===== config.mk =====
export PLATFORM = sky130hd
export DESIGN_NAME = comportas_pwm_n_flat
export DESIGN_NICKNAME = d
export VERILOG_FILES = /design/src/rtl/comportas_pwm_n_pkg.sv /design/src/rtl/comportas_pwm_n_if.sv /design/src/rtl/comportas_pwm_n_canal.sv /design/src/rtl/comportas_pwm_n.sv /design/src/flat_wrapper.sv
export SDC_FILE = /design/constraint.sdc
export NUM_CORES = 1
export LEC_CHECK = 0
export ABC_AREA = 1
export CAP_MARGIN = 40
export CORE_MARGIN = 10
export CORE_UTILIZATION = 54
export DETAILED_ROUTE_END_ITERATION = 8
export GPL_ROUTABILITY_DRIVEN = 0
export PLACE_DENSITY = 0.83
export SLEW_MARGIN = 20
export SYNTH_ARGS = -nofsm -noshare
export SYNTH_HDL_FRONTEND = slang
export SYNTH_SLANG_ARGS = --single-unit

===== constraint.sdc =====
create_clock -name clock -period 3.4 [get_ports clock]
set_clock_uncertainty 0.15 [all_clocks]
set_input_delay 0.68 -clock clock [delete_from_list [all_inputs] [get_ports clock]]
set_output_delay 0.68 -clock clock [all_outputs]
set_load 0.05 [all_outputs]

===== src/rtl/comportas_pwm_n_pkg.sv =====
// comportas_pkg: shared types and width helpers for the multi-gate servo controller.
//   estado_t   per-gate FSM state (FECHADA, ABRINDO, ABERTA, FECHANDO)
//   bits_cont  register width for a counter spanning 0..n-1 (never below 1)
//   bits_larg  register width able to hold a pulse width up to the PWM period
package comportas_pkg;

    typedef enum logic [1:0] {
        FECHADA  = 2'b00,
        ABRINDO  = 2'b01,
        ABERTA   = 2'b10,
        FECHANDO = 2'b11
    } estado_t;

    function automatic int bits_cont(input int n);
        return (n <= 1) ? 1 : $clog2(n);
    endfunction

    function automatic int bits_larg(input int periodo);
        return $clog2(periodo + 1);
    endfunction

endpackage


===== src/rtl/comportas_pwm_n_if.sv =====
// comportas_pwm_n_if: command/status bundle between gate logic and the servo controller.
//   abrir       per-gate open request (1 = toward open, 0 = toward closed)
//   pausa       global hold of all gate motion
//   pwm         per-gate servo pulse
//   aberta      gate fully open
//   fechada     gate fully closed
//   movendo     gate in motion
//   db_posicao  packed positions, gate i at [i*POS_W +: POS_W]
//   master drives commands, slave (the controller) drives status.
interface comportas_pwm_n_if #(
    parameter int N_CANAIS = 2,
    parameter int POS_W    = 3
);
    logic [N_CANAIS-1:0]       abrir;
    logic                      pausa;
    logic [N_CANAIS-1:0]       pwm;
    logic [N_CANAIS-1:0]       aberta;
    logic [N_CANAIS-1:0]       fechada;
    logic [N_CANAIS-1:0]       movendo;
    logic [N_CANAIS*POS_W-1:0] db_posicao;

    modport master (output abrir, pausa, input pwm, aberta, fechada, movendo, db_posicao);
    modport slave  (input abrir, pausa, output pwm, aberta, fechada, movendo, db_posicao);
endinterface


===== src/rtl/comportas_pwm_n_canal.sv =====
// comporta_canal: one gate - open/close FSM, position ramp, pulse-width latch and PWM compare.
//   clock, reset   system clock, asynchronous active-high reset
//   i_abrir        open request for this gate
//   i_pausa        global hold, suppresses steps
//   i_tick         shared step-interval tick
//   i_cnt_pwm      shared PWM period counter
//   o_pwm          registered servo pulse
//   o_aberta, o_fechada, o_movendo  status decoded from the registered state
//   o_pos          current position
module comporta_canal
    import comportas_pkg::*;
#(
    parameter int POS_W         = 3,
    parameter int POS_MAX       = 4,
    parameter int LARGURA_MIN   = 50_000,
    parameter int LARGURA_PASSO = 12_500,
    parameter int LW            = 20
) (
    input  logic             clock,
    input  logic             reset,
    input  logic             i_abrir,
    input  logic             i_pausa,
    input  logic             i_tick,
    input  logic [LW-1:0]    i_cnt_pwm,
    output logic             o_pwm,
    output logic             o_aberta,
    output logic             o_fechada,
    output logic             o_movendo,
    output logic [POS_W-1:0] o_pos
);
    estado_t          r_estado;
    logic [POS_W-1:0] r_pos;
    logic [LW-1:0]    r_largura;
    logic             r_pwm;
    logic             w_passo;
    logic [LW-1:0]    w_largura;

    assign w_passo = i_tick && !i_pausa;
    // The width reloads at the period start and is used in that same compare,
    // so every period carries exactly one width and never glitches mid-period.
    assign w_largura = (i_cnt_pwm == '0) ? LW'(LARGURA_MIN) + LW'(r_pos) * LW'(LARGURA_PASSO) : r_largura;

    always_ff @(posedge clock or posedge reset) begin
        if (reset) begin
            r_estado  <= FECHADA;
            r_pos     <= '0;
            r_largura <= LW'(LARGURA_MIN);
            r_pwm     <= 1'b0;
        end else begin
            r_largura <= w_largura;
            r_pwm     <= (i_cnt_pwm < w_largura);
            // A reversal is checked first so it swallows a coincident step.
            // End-of-travel tests use >= / <= so a reversal at an end stop saturates.
            case (r_estado)
                FECHADA:  if (i_abrir) r_estado <= ABRINDO;
                ABRINDO:  if (!i_abrir) r_estado <= FECHANDO;
                          else if (w_passo) begin
                              if (r_pos >= POS_W'(POS_MAX - 1)) begin
                                  r_pos    <= POS_W'(POS_MAX);
                                  r_estado <= ABERTA;
                              end else r_pos <= r_pos + POS_W'(1);
                          end
                ABERTA:   if (!i_abrir) r_estado <= FECHANDO;
                FECHANDO: if (i_abrir) r_estado <= ABRINDO;
                          else if (w_passo) begin
                              if (r_pos <= POS_W'(1)) begin
                                  r_pos    <= '0;
                                  r_estado <= FECHADA;
                              end else r_pos <= r_pos - POS_W'(1);
                          end
                default:  r_estado <= FECHADA;
            endcase
        end
    end

    assign o_pwm     = r_pwm;
    assign o_aberta  = (r_estado == ABERTA);
    assign o_fechada = (r_estado == FECHADA);
    assign o_movendo = (r_estado == ABRINDO) || (r_estado == FECHANDO);
    assign o_pos     = r_pos;
endmodule


===== src/rtl/comportas_pwm_n.sv =====
// comportas_pwm_n: N independent servo gates sharing one step timer and one PWM period counter.
//   clock, reset   system clock, asynchronous active-high reset
//   bus (slave)    abrir/pausa in; pwm, aberta, fechada, movendo, db_posicao out
module comportas_pwm_n
    import comportas_pkg::*;
#(
    parameter int N_CANAIS      = 2,
    parameter int POS_W         = 3,
    parameter int POS_MAX       = 4,
    parameter int INTERVALO     = 50_000_000,
    parameter int PERIODO_PWM   = 1_000_000,
    parameter int LARGURA_MIN   = 50_000,
    parameter int LARGURA_PASSO = 12_500
) (
    input logic               clock,
    input logic               reset,
    comportas_pwm_n_if.slave  bus
);
    localparam int IW = bits_cont(INTERVALO);
    localparam int LW = bits_larg(PERIODO_PWM);

    logic [IW-1:0]             r_intervalo;
    logic [LW-1:0]             r_cnt_pwm;
    logic                      w_tick;
    logic                      w_algum;
    logic [N_CANAIS-1:0]       w_pwm;
    logic [N_CANAIS-1:0]       w_aberta;
    logic [N_CANAIS-1:0]       w_fechada;
    logic [N_CANAIS-1:0]       w_movendo;
    logic [N_CANAIS*POS_W-1:0] w_pos;

    if (N_CANAIS < 1) begin : g_chk_n
        $error("comportas_pwm_n: N_CANAIS must be at least 1");
    end
    if (POS_MAX < 1 || POS_MAX >= 2 ** POS_W) begin : g_chk_pos
        $error("comportas_pwm_n: POS_MAX must lie in 1..2**POS_W-1");
    end
    if (INTERVALO < 1 || PERIODO_PWM < 1) begin : g_chk_per
        $error("comportas_pwm_n: INTERVALO and PERIODO_PWM must be positive");
    end
    if (LARGURA_MIN + POS_MAX * LARGURA_PASSO > PERIODO_PWM) begin : g_chk_larg
        $error("comportas_pwm_n: widest pulse exceeds PWM period");
    end

    assign w_algum = |w_movendo;
    assign w_tick  = (r_intervalo == IW'(INTERVALO - 1));

    // The step timer sits at 0 while every gate is idle, so a lone gate
    // always sees its first step a full interval after it starts moving.
    always_ff @(posedge clock or posedge reset) begin
        if (reset) begin
            r_intervalo <= '0;
            r_cnt_pwm   <= '0;
        end else begin
            r_cnt_pwm   <= (r_cnt_pwm == LW'(PERIODO_PWM - 1)) ? '0 : r_cnt_pwm + LW'(1);
            r_intervalo <= !w_algum ? '0 : bus.pausa ? r_intervalo : w_tick ? '0 : r_intervalo + IW'(1);
        end
    end

    for (genvar i = 0; i < N_CANAIS; i++) begin : g_canal
        comporta_canal #(
            .POS_W        (POS_W),
            .POS_MAX      (POS_MAX),
            .LARGURA_MIN  (LARGURA_MIN),
            .LARGURA_PASSO(LARGURA_PASSO),
            .LW           (LW)
        ) u_canal (
            .clock    (clock),
            .reset    (reset),
            .i_abrir  (bus.abrir[i]),
            .i_pausa  (bus.pausa),
            .i_tick   (w_tick),
            .i_cnt_pwm(r_cnt_pwm),
            .o_pwm    (w_pwm[i]),
            .o_aberta (w_aberta[i]),
            .o_fechada(w_fechada[i]),
            .o_movendo(w_movendo[i]),
            .o_pos    (w_pos[i*POS_W +: POS_W])
        );
    end

    assign bus.pwm        = w_pwm;
    assign bus.aberta     = w_aberta;
    assign bus.fechada    = w_fechada;
    assign bus.movendo    = w_movendo;
    assign bus.db_posicao = w_pos;
endmodule


===== src/flat_wrapper.sv =====
// flat-port wrapper written by rule: the top's interface ports become plain ports
module comportas_pwm_n_flat import comportas_pkg::*;
#(
    parameter int N_CANAIS      = 2,
    parameter int POS_W         = 3,
    parameter int POS_MAX       = 4,
    parameter int INTERVALO     = 50_000_000,
    parameter int PERIODO_PWM   = 1_000_000,
    parameter int LARGURA_MIN   = 50_000,
    parameter int LARGURA_PASSO = 12_500
)
  (clock, reset, bus_abrir, bus_pausa, bus_pwm, bus_aberta, bus_fechada, bus_movendo, bus_db_posicao);
  comportas_pwm_n_if #(.N_CANAIS(N_CANAIS), .POS_W(POS_W)) bus_i ();
  input logic clock;
  input logic reset;
  input wire logic [$bits(bus_i.abrir)-1:0] bus_abrir;
  input wire logic [$bits(bus_i.pausa)-1:0] bus_pausa;
  output wire logic [$bits(bus_i.pwm)-1:0] bus_pwm;
  output wire logic [$bits(bus_i.aberta)-1:0] bus_aberta;
  output wire logic [$bits(bus_i.fechada)-1:0] bus_fechada;
  output wire logic [$bits(bus_i.movendo)-1:0] bus_movendo;
  output wire logic [$bits(bus_i.db_posicao)-1:0] bus_db_posicao;
  assign bus_i.abrir = bus_abrir;
  assign bus_i.pausa = bus_pausa;
  assign bus_pwm = bus_i.pwm;
  assign bus_aberta = bus_i.aberta;
  assign bus_fechada = bus_i.fechada;
  assign bus_movendo = bus_i.movendo;
  assign bus_db_posicao = bus_i.db_posicao;
  comportas_pwm_n #(.N_CANAIS(N_CANAIS), .POS_W(POS_W), .POS_MAX(POS_MAX), .INTERVALO(INTERVALO), .PERIODO_PWM(PERIODO_PWM), .LARGURA_MIN(LARGURA_MIN), .LARGURA_PASSO(LARGURA_PASSO)) u_core (.clock(clock), .reset(reset), .bus(bus_i));
endmodule

# After elaboration in Yosys (flattened, before gate mapping)
# Index checks and enable logic that the tools add are counted.
# W data, S select, Z words.
[totals] ff_bits=98 in_bits=5 output_inout_bits=14 word_cells=107
[op_classes] add_sub_neg=8 mul=2 n_lt_le_gt_ge=6 n_eq_ne=29 mux=38 n_reduce_logical=14
[op_table] op="$mux W26" count=3
[op_table] op="$mux W20" count=3
[op_table] op="$lt A20 B20 Y1" count=2
[op_table] op="$add A16 B17 Y18 const A" count=2
[op_table] op="$mux W3" count=12
[op_table] op="$mux W2" count=16
[op_table] op="$mul A3 B12 Y15 const B" count=2
[op_table] op="$add A26 B1 Y26 const B" count=1
[op_table] op="$eq A26 B26 Y1 const B" count=1
[op_table] op="$ne A2 B2 Y1 const B" count=11
[op_table] op="$add A20 B1 Y20 const B" count=1
[op_table] op="$eq A20 B20 Y1 const B" count=1
[op_table] op="$logic_not A20 Y1" count=1
[op_table] op="$ne A3 B3 Y1 const B" count=6
[op_table] op="$pmux W2 S4" count=2
[op_table] op="$pmux W3 S2" count=2
[op_table] op="$reduce_and A6 Y1" count=2
[op_table] op="$reduce_and A5 Y1" count=2
[op_table] op="$eq A2 B2 Y1 const B" count=4
[op_table] op="$add A3 B1 Y3 const B" count=2
[op_table] op="$ge A3 B2 Y1 const B" count=2
[op_table] op="$le A3 B1 Y1 const B" count=2
[op_table] op="$ne A3 B2 Y1 const B" count=2
[op_table] op="$sub A3 B1 Y3 const B" count=2
[op_table] op="8 further kinds" count=13

# Longest topological paths before layout
[depth] word_depth=5 depth_mapped=21 ltp_nobuf=21

# Cells and area by module
# A second synthesis with hierarchy kept.
[unflattened] cells_unflattened=973 area_unflattened_um2=7138.1
[by_module_without_submodules] module="comporta_canal" n_inst=2 cells_each=285 area_per_inst_um2=2170.8 seq_area_each_um2=658.1
[by_module_without_submodules] module="comportas_pwm_n" n_inst=1 cells_each=403 area_per_inst_um2=2796.4 seq_area_each_um2=1151.1

# Least setup slack after synthesis
# Ideal clock, no wire load.
[synth_path] path_kind="reg2reg" start="register u_core.g_canal[0].u_canal.r_pos[1]" end="register u_core.g_canal[0].u_canal.r_pwm" setup_ps=128 t_arrival_ps=2985 required_time_ps=3122 path_slack_ps=137 path_stages_with_launch=19 n_path_buf=0 synth_period_minus_slack_ps=3263 path_cell_list="dfrtp_1 -> inv_1 -> ha_1 -> xor2_1 -> nand3_1 -> nand2_1 -> nand2_1 -> nand2_1 -> nand2_1 -> nand2_1 -> nand3_1 -> nand2_1 -> inv_1 -> ha_1 -> nand2_1 -> o21ai_0 -> a21oi_1 -> o211ai_1 -> a21oi_1"
[synth_between] elab_chain_len=4
[synth_lines] item="start, declared" line="comportas_pwm_n_canal.sv:32" rtl="logic [POS_W-1:0] r_pos;"
[synth_lines] item="start signal, assigned" line="comportas_pwm_n_canal.sv:59" rtl="r_pos <= POS_W'(POS_MAX);"
[synth_lines] item="start signal, assigned" line="comportas_pwm_n_canal.sv:61" rtl="end else r_pos <= r_pos + POS_W'(1);"
[synth_lines] item="start signal, assigned" line="comportas_pwm_n_canal.sv:69" rtl="end else r_pos <= r_pos - POS_W'(1);"
[synth_lines] item="$mul A3 B12 Y15" line="comportas_pwm_n_canal.sv:41" rtl="assign w_largura = (i_cnt_pwm == '0) ? LW'(LARGURA_MIN) + LW'(r_pos) * LW'(LARGURA_PASSO) : r_largura;"
[synth_lines] item="$add A16 B17 Y18" line="comportas_pwm_n_canal.sv:41"
[synth_lines] item="$mux W20" line="comportas_pwm_n_canal.sv:41"
[synth_lines] item="named net u_core.g_canal[0].u_canal.w_largura[10]" line="comportas_pwm_n_canal.sv:36" rtl="logic [LW-1:0] w_largura;"
[synth_lines] item="$lt A20 B20 Y1" line="comportas_pwm_n_canal.sv:51" rtl="r_pwm <= (i_cnt_pwm < w_largura);"
[synth_lines] item="end signal, assigned" line="comportas_pwm_n_canal.sv:51"
[synth_lines] item="end, declared" line="comportas_pwm_n_canal.sv:34" rtl="logic r_pwm;"
# The timed path passes the listed nets, and every way through them passes these cells.
# A chain may end at the register's enable or synchronous reset.

# Worst setup path after layout
[layout_path] start="register u_core.g_canal[1].u_canal.r_pos[2]" end="register u_core.g_canal[1].u_canal.r_pwm"
[layout_between] elab_chain_len=4
[layout_lines] item="start, declared" line="comportas_pwm_n_canal.sv:32"
[layout_lines] item="start signal, assigned" line="comportas_pwm_n_canal.sv:59"
[layout_lines] item="start signal, assigned" line="comportas_pwm_n_canal.sv:61"
[layout_lines] item="start signal, assigned" line="comportas_pwm_n_canal.sv:69"
[layout_lines] item="$mul A3 B12 Y15" line="comportas_pwm_n_canal.sv:41"
[layout_lines] item="$add A16 B17 Y18" line="comportas_pwm_n_canal.sv:41"
[layout_lines] item="$mux W20" line="comportas_pwm_n_canal.sv:41"
[layout_lines] item="named net u_core.g_canal[1].u_canal.w_largura[16]" line="comportas_pwm_n_canal.sv:36"
[layout_lines] item="$lt A20 B20 Y1" line="comportas_pwm_n_canal.sv:51"
[layout_lines] item="end signal, assigned" line="comportas_pwm_n_canal.sv:51"
[layout_lines] item="end, declared" line="comportas_pwm_n_canal.sv:34"
# The timed path passes the listed nets, and every way through them passes these cells.

==> out/qor.yml <==
worstSkewPairLatency_ns: 0.36
yosysUniqueCellTypes: 45
yosysWarnings: 0
pre_cts_ws_ns: 0.264
syn_area_mm2: 0.00725
critPathKind: "reg2reg"
grt_pass1_vias: 6092
finalCritPeriodShare_pct: 92.3
ys_ff_latch: 98
tritoncts: "built"
synth_nets: 1060
rsz0062_at_grt: "no"
reg2reg_depth: 14
cts-root-buf: "clkbuf_16"
grt_max_degree: 47
ir_drop_mv: 0.253
status: "finished clean"
switching_share_pct: 33.7
fmax_ghz: 0.319
p_clk_share_pct: 36.5
insertedDiodeCount: 0
io_buffers: 18
cp-start-kind: "flop"
cp-endpoint: "u_core.g_canal[1].u_canal.o_pwm"
reg2reg_to: "u_core.g_canal[1].u_canal.o_pwm"
hold_depth: 2
via_per_inst: 5.39
synth_seq_area_share_pct: 34.0
p_switching_mw: 1.10
cts_setup_buffers: 0
antenna_found_initial: 0
hpwlAfterDp_mm: 12.6
fin_nets: 1084
worstPathArrival_ns: 3.22
layout_min_cycle_time_ns: 3.14
routed_wl_mm: 16.6
drt_iter0_drc: 631
nFillCells: 1129
placed_cells: 1165
p_total_mw: 3.27
seqCellArea_mm2: 0.00247
power_density_mw_per_mm2: 410
ys.flop_type: "dfrtp_1"
slew_headroom_pct: 51.3
hold_slack_ns: 0.321
grt_pass1_wl_mm: 28.7
synth-edff-count: 0
stdcell_count: 1181
setup_tns_ns: 0
cts_buffers: 9
seqPwrFrac_pct: 38.4
final_util_pct: 60.6
firstDrtPassIters: 5
r2r_start: "u_core.g_canal[1].u_canal.o_pos[2]"
hold_class: "reg2reg"
post_dp_cell_area_mm2: 0.00764
clk_pin_slew_worst_paths_ns: 0.07
drv_slew: 0
dieArea_mm2: 0.0185
drcViolationCount: 0
ys_async_sr_fraction_pct: 100
core_mm2: 0.0132
drv_cap: 0
fp.dieH_um: 136
multiInputGateArea_mm2: 0.00401
clock_path_buffers: 2
finalSetupViolCount: 0
drive_gt1_share_pct: 10.0
synthCells: 976
crit_path_max_fanout: 7
critPathCaptureType: "flop"
antenna_left: 0
fp.dieW_um: 136
area_growth_pct: 10.1
wl_per_cell_um: 14.1
cts_sinks: 98
finalWorstSetupSlack_ns: 0.261
start_util_pct: 55.0
cp.required_ns: 3.48
hold_violations: 0
pwr-share-comb_pct: 25.1
p_leak_nw: 4.21
crit_start: "u_core.g_canal[1].u_canal.o_pos[2]"
p_int_mw: 2.17
rows: 42
avgSynthCellArea_um2: 7.43
vias: 6364
overflow: 0
tightest_slew_ns: 0.728
cts_max_level: 3
ff2ff_setup_slack_ns: 0.26
pin_count: 19
final_area_mm2: 0.00799
grt_util_all_layers_pct: 18.9
cells in the final DEF (no fill, tap or decap), types with 4 or more instances in the layout:
| master | instances |
|---|---|
| nor2_1 | 83 |
| a21oi_1 | 39 |
| nand3_1 | 57 |
| dfstp_2 | 12 |
| nor4_1 | 12 |
| o21ai_0 | 36 |
| nand2_2 | 9 |
| nor3_1 | 11 |
| inv_1 | 158 |
| nand2_1 | 236 |
| nor2_4 | 5 |
| nor3_2 | 7 |
| xnor2_1 | 8 |
| clkdlybuf4s50_1 | 18 |
| ha_1 | 79 |
| nand3_2 | 5 |
| buf_4 | 14 |
| xor2_1 | 18 |
| nand4_1 | 20 |
| nand3b_1 | 5 |
| o21ai_1 | 18 |
| or2_2 | 12 |
| dfrtp_1 | 85 |
| clkbuf_16 | 9 |
| inv_2 | 9 |
| o21bai_1 | 4 |
cells by family after synthesis:
family	Yosys count	share of synthesized area (%)
AO/OA/AOI/OAI	113	8.59
XOR/XNOR	27	3.26
AND/OR/NAND/NOR	470	29.8
adder cells (fa/ha/maj)	79	13.6
flip-flops	98	34.0
buffers and inverters	189	10.8
layer usage:
layer	wire length [um]	up-vias	part of all wire (%)	track usage, %
met5	0	-	0	0
met4	314	0	1.9	6.33
met3	868	30	5.2	3.03
met2	8070	181	49	31.9
met1	7370	2982	44	24.0
li1	-	3171	-	-
synthesized netlist by cell type, drive strengths merged (5+ instances only):
master / count / area share (%)
dfrtp: 86 / 30
o21bai: 5 / 0.57
buf: 18 / 1.9
nand3: 64 / 5.1
xor2: 19 / 2.3
dfstp: 12 / 4.3
a21oi: 39 / 2.7
nand4: 20 / 1.7
xnor2: 8 / 0.97
ha: 79 / 14
inv: 168 / 8.7
nor2: 90 / 5.2
or2: 13 / 1.1
nand3b: 5 / 0.52
nand2: 245 / 13
nor4: 12 / 1.0
o21ai: 56 / 4.0
nor3: 18 / 1.7
registers in the layout, indices dropped and copies added, names as in the netlist:
signal                            count
u_core.g_canal.u_canal.r_largura     40
u_core.r_intervalo                   26
u_core.r_cnt_pwm                     20
u_core.g_canal.u_canal.o_pos          6
u_core.g_canal.u_canal.r_estado       4
u_core.g_canal.u_canal.o_pwm          2
worst min-delay path by stage:
stage                                       startpoint                                 endpoint  slack (ns)
6_report        u_core.g_canal[0].u_canal.r_largura[1]   u_core.g_canal[0].u_canal.r_largura[1]        0.32
5_1_grt        u_core.g_canal[0].u_canal.r_largura[13]  u_core.g_canal[0].u_canal.r_largura[13]        0.34
4_1_cts         u_core.g_canal[1].u_canal.r_largura[0]   u_core.g_canal[1].u_canal.r_largura[0]        0.33
3_5_place_dp    u_core.g_canal[1].u_canal.r_largura[1]   u_core.g_canal[1].u_canal.r_largura[1]        0.31
3_3_place_gp    u_core.g_canal[1].u_canal.r_largura[0]   u_core.g_canal[1].u_canal.r_largura[0]        0.30
2_1_floorplan  u_core.g_canal[0].u_canal.r_largura[18]  u_core.g_canal[0].u_canal.r_largura[18]        0.29
power groups by stage:
stage	registers, mW	logic [mW]	clock network [mW]
6_report	1.26	0.823	1.19
5_1_grt	1.26	0.912	1.26
4_1_cts	1.26	0.826	1.21
3_5_place_dp	1.28	0.822	0
3_3_place_gp	1.27	0.812	0
2_1_floorplan	1.27	0.699	0
repair_timing:
item | in CTS | in global routing
gates resized for setup | 0 | 3
hold endpoints to repair | 0 | 0
endpoints found under the setup margin | 0 | 1
hold buffers | 0 | 0
area by class of cell:
type / instances / area share [%]
timing repair buffer: 33 / 3.82
clock buffer: 10 / 2.87
inverter: 169 / 7.99
tap: 176 / 2.76
clock inverter: 6 / 1.41
multi-input combinational: 689 / 50.3
sequential: 98 / 30.9
critical path: stages (launching register included):
cell	delay, ns
dfrtp_1	0.38
inv_1	0.21
ha_1	0.31
ha_1	0.23
ha_1	0.32
nor2_1	0.17
xnor2_1	0.09
o21ai_1	0.17
inv_1	0.08
ha_1	0.27
nand2_1	0.05
nor2_1	0.13
nand4_1	0.12
nor4_1	0.22
a21oi_1	0.11
No activity file was read; power rests on OpenSTA's default activity.
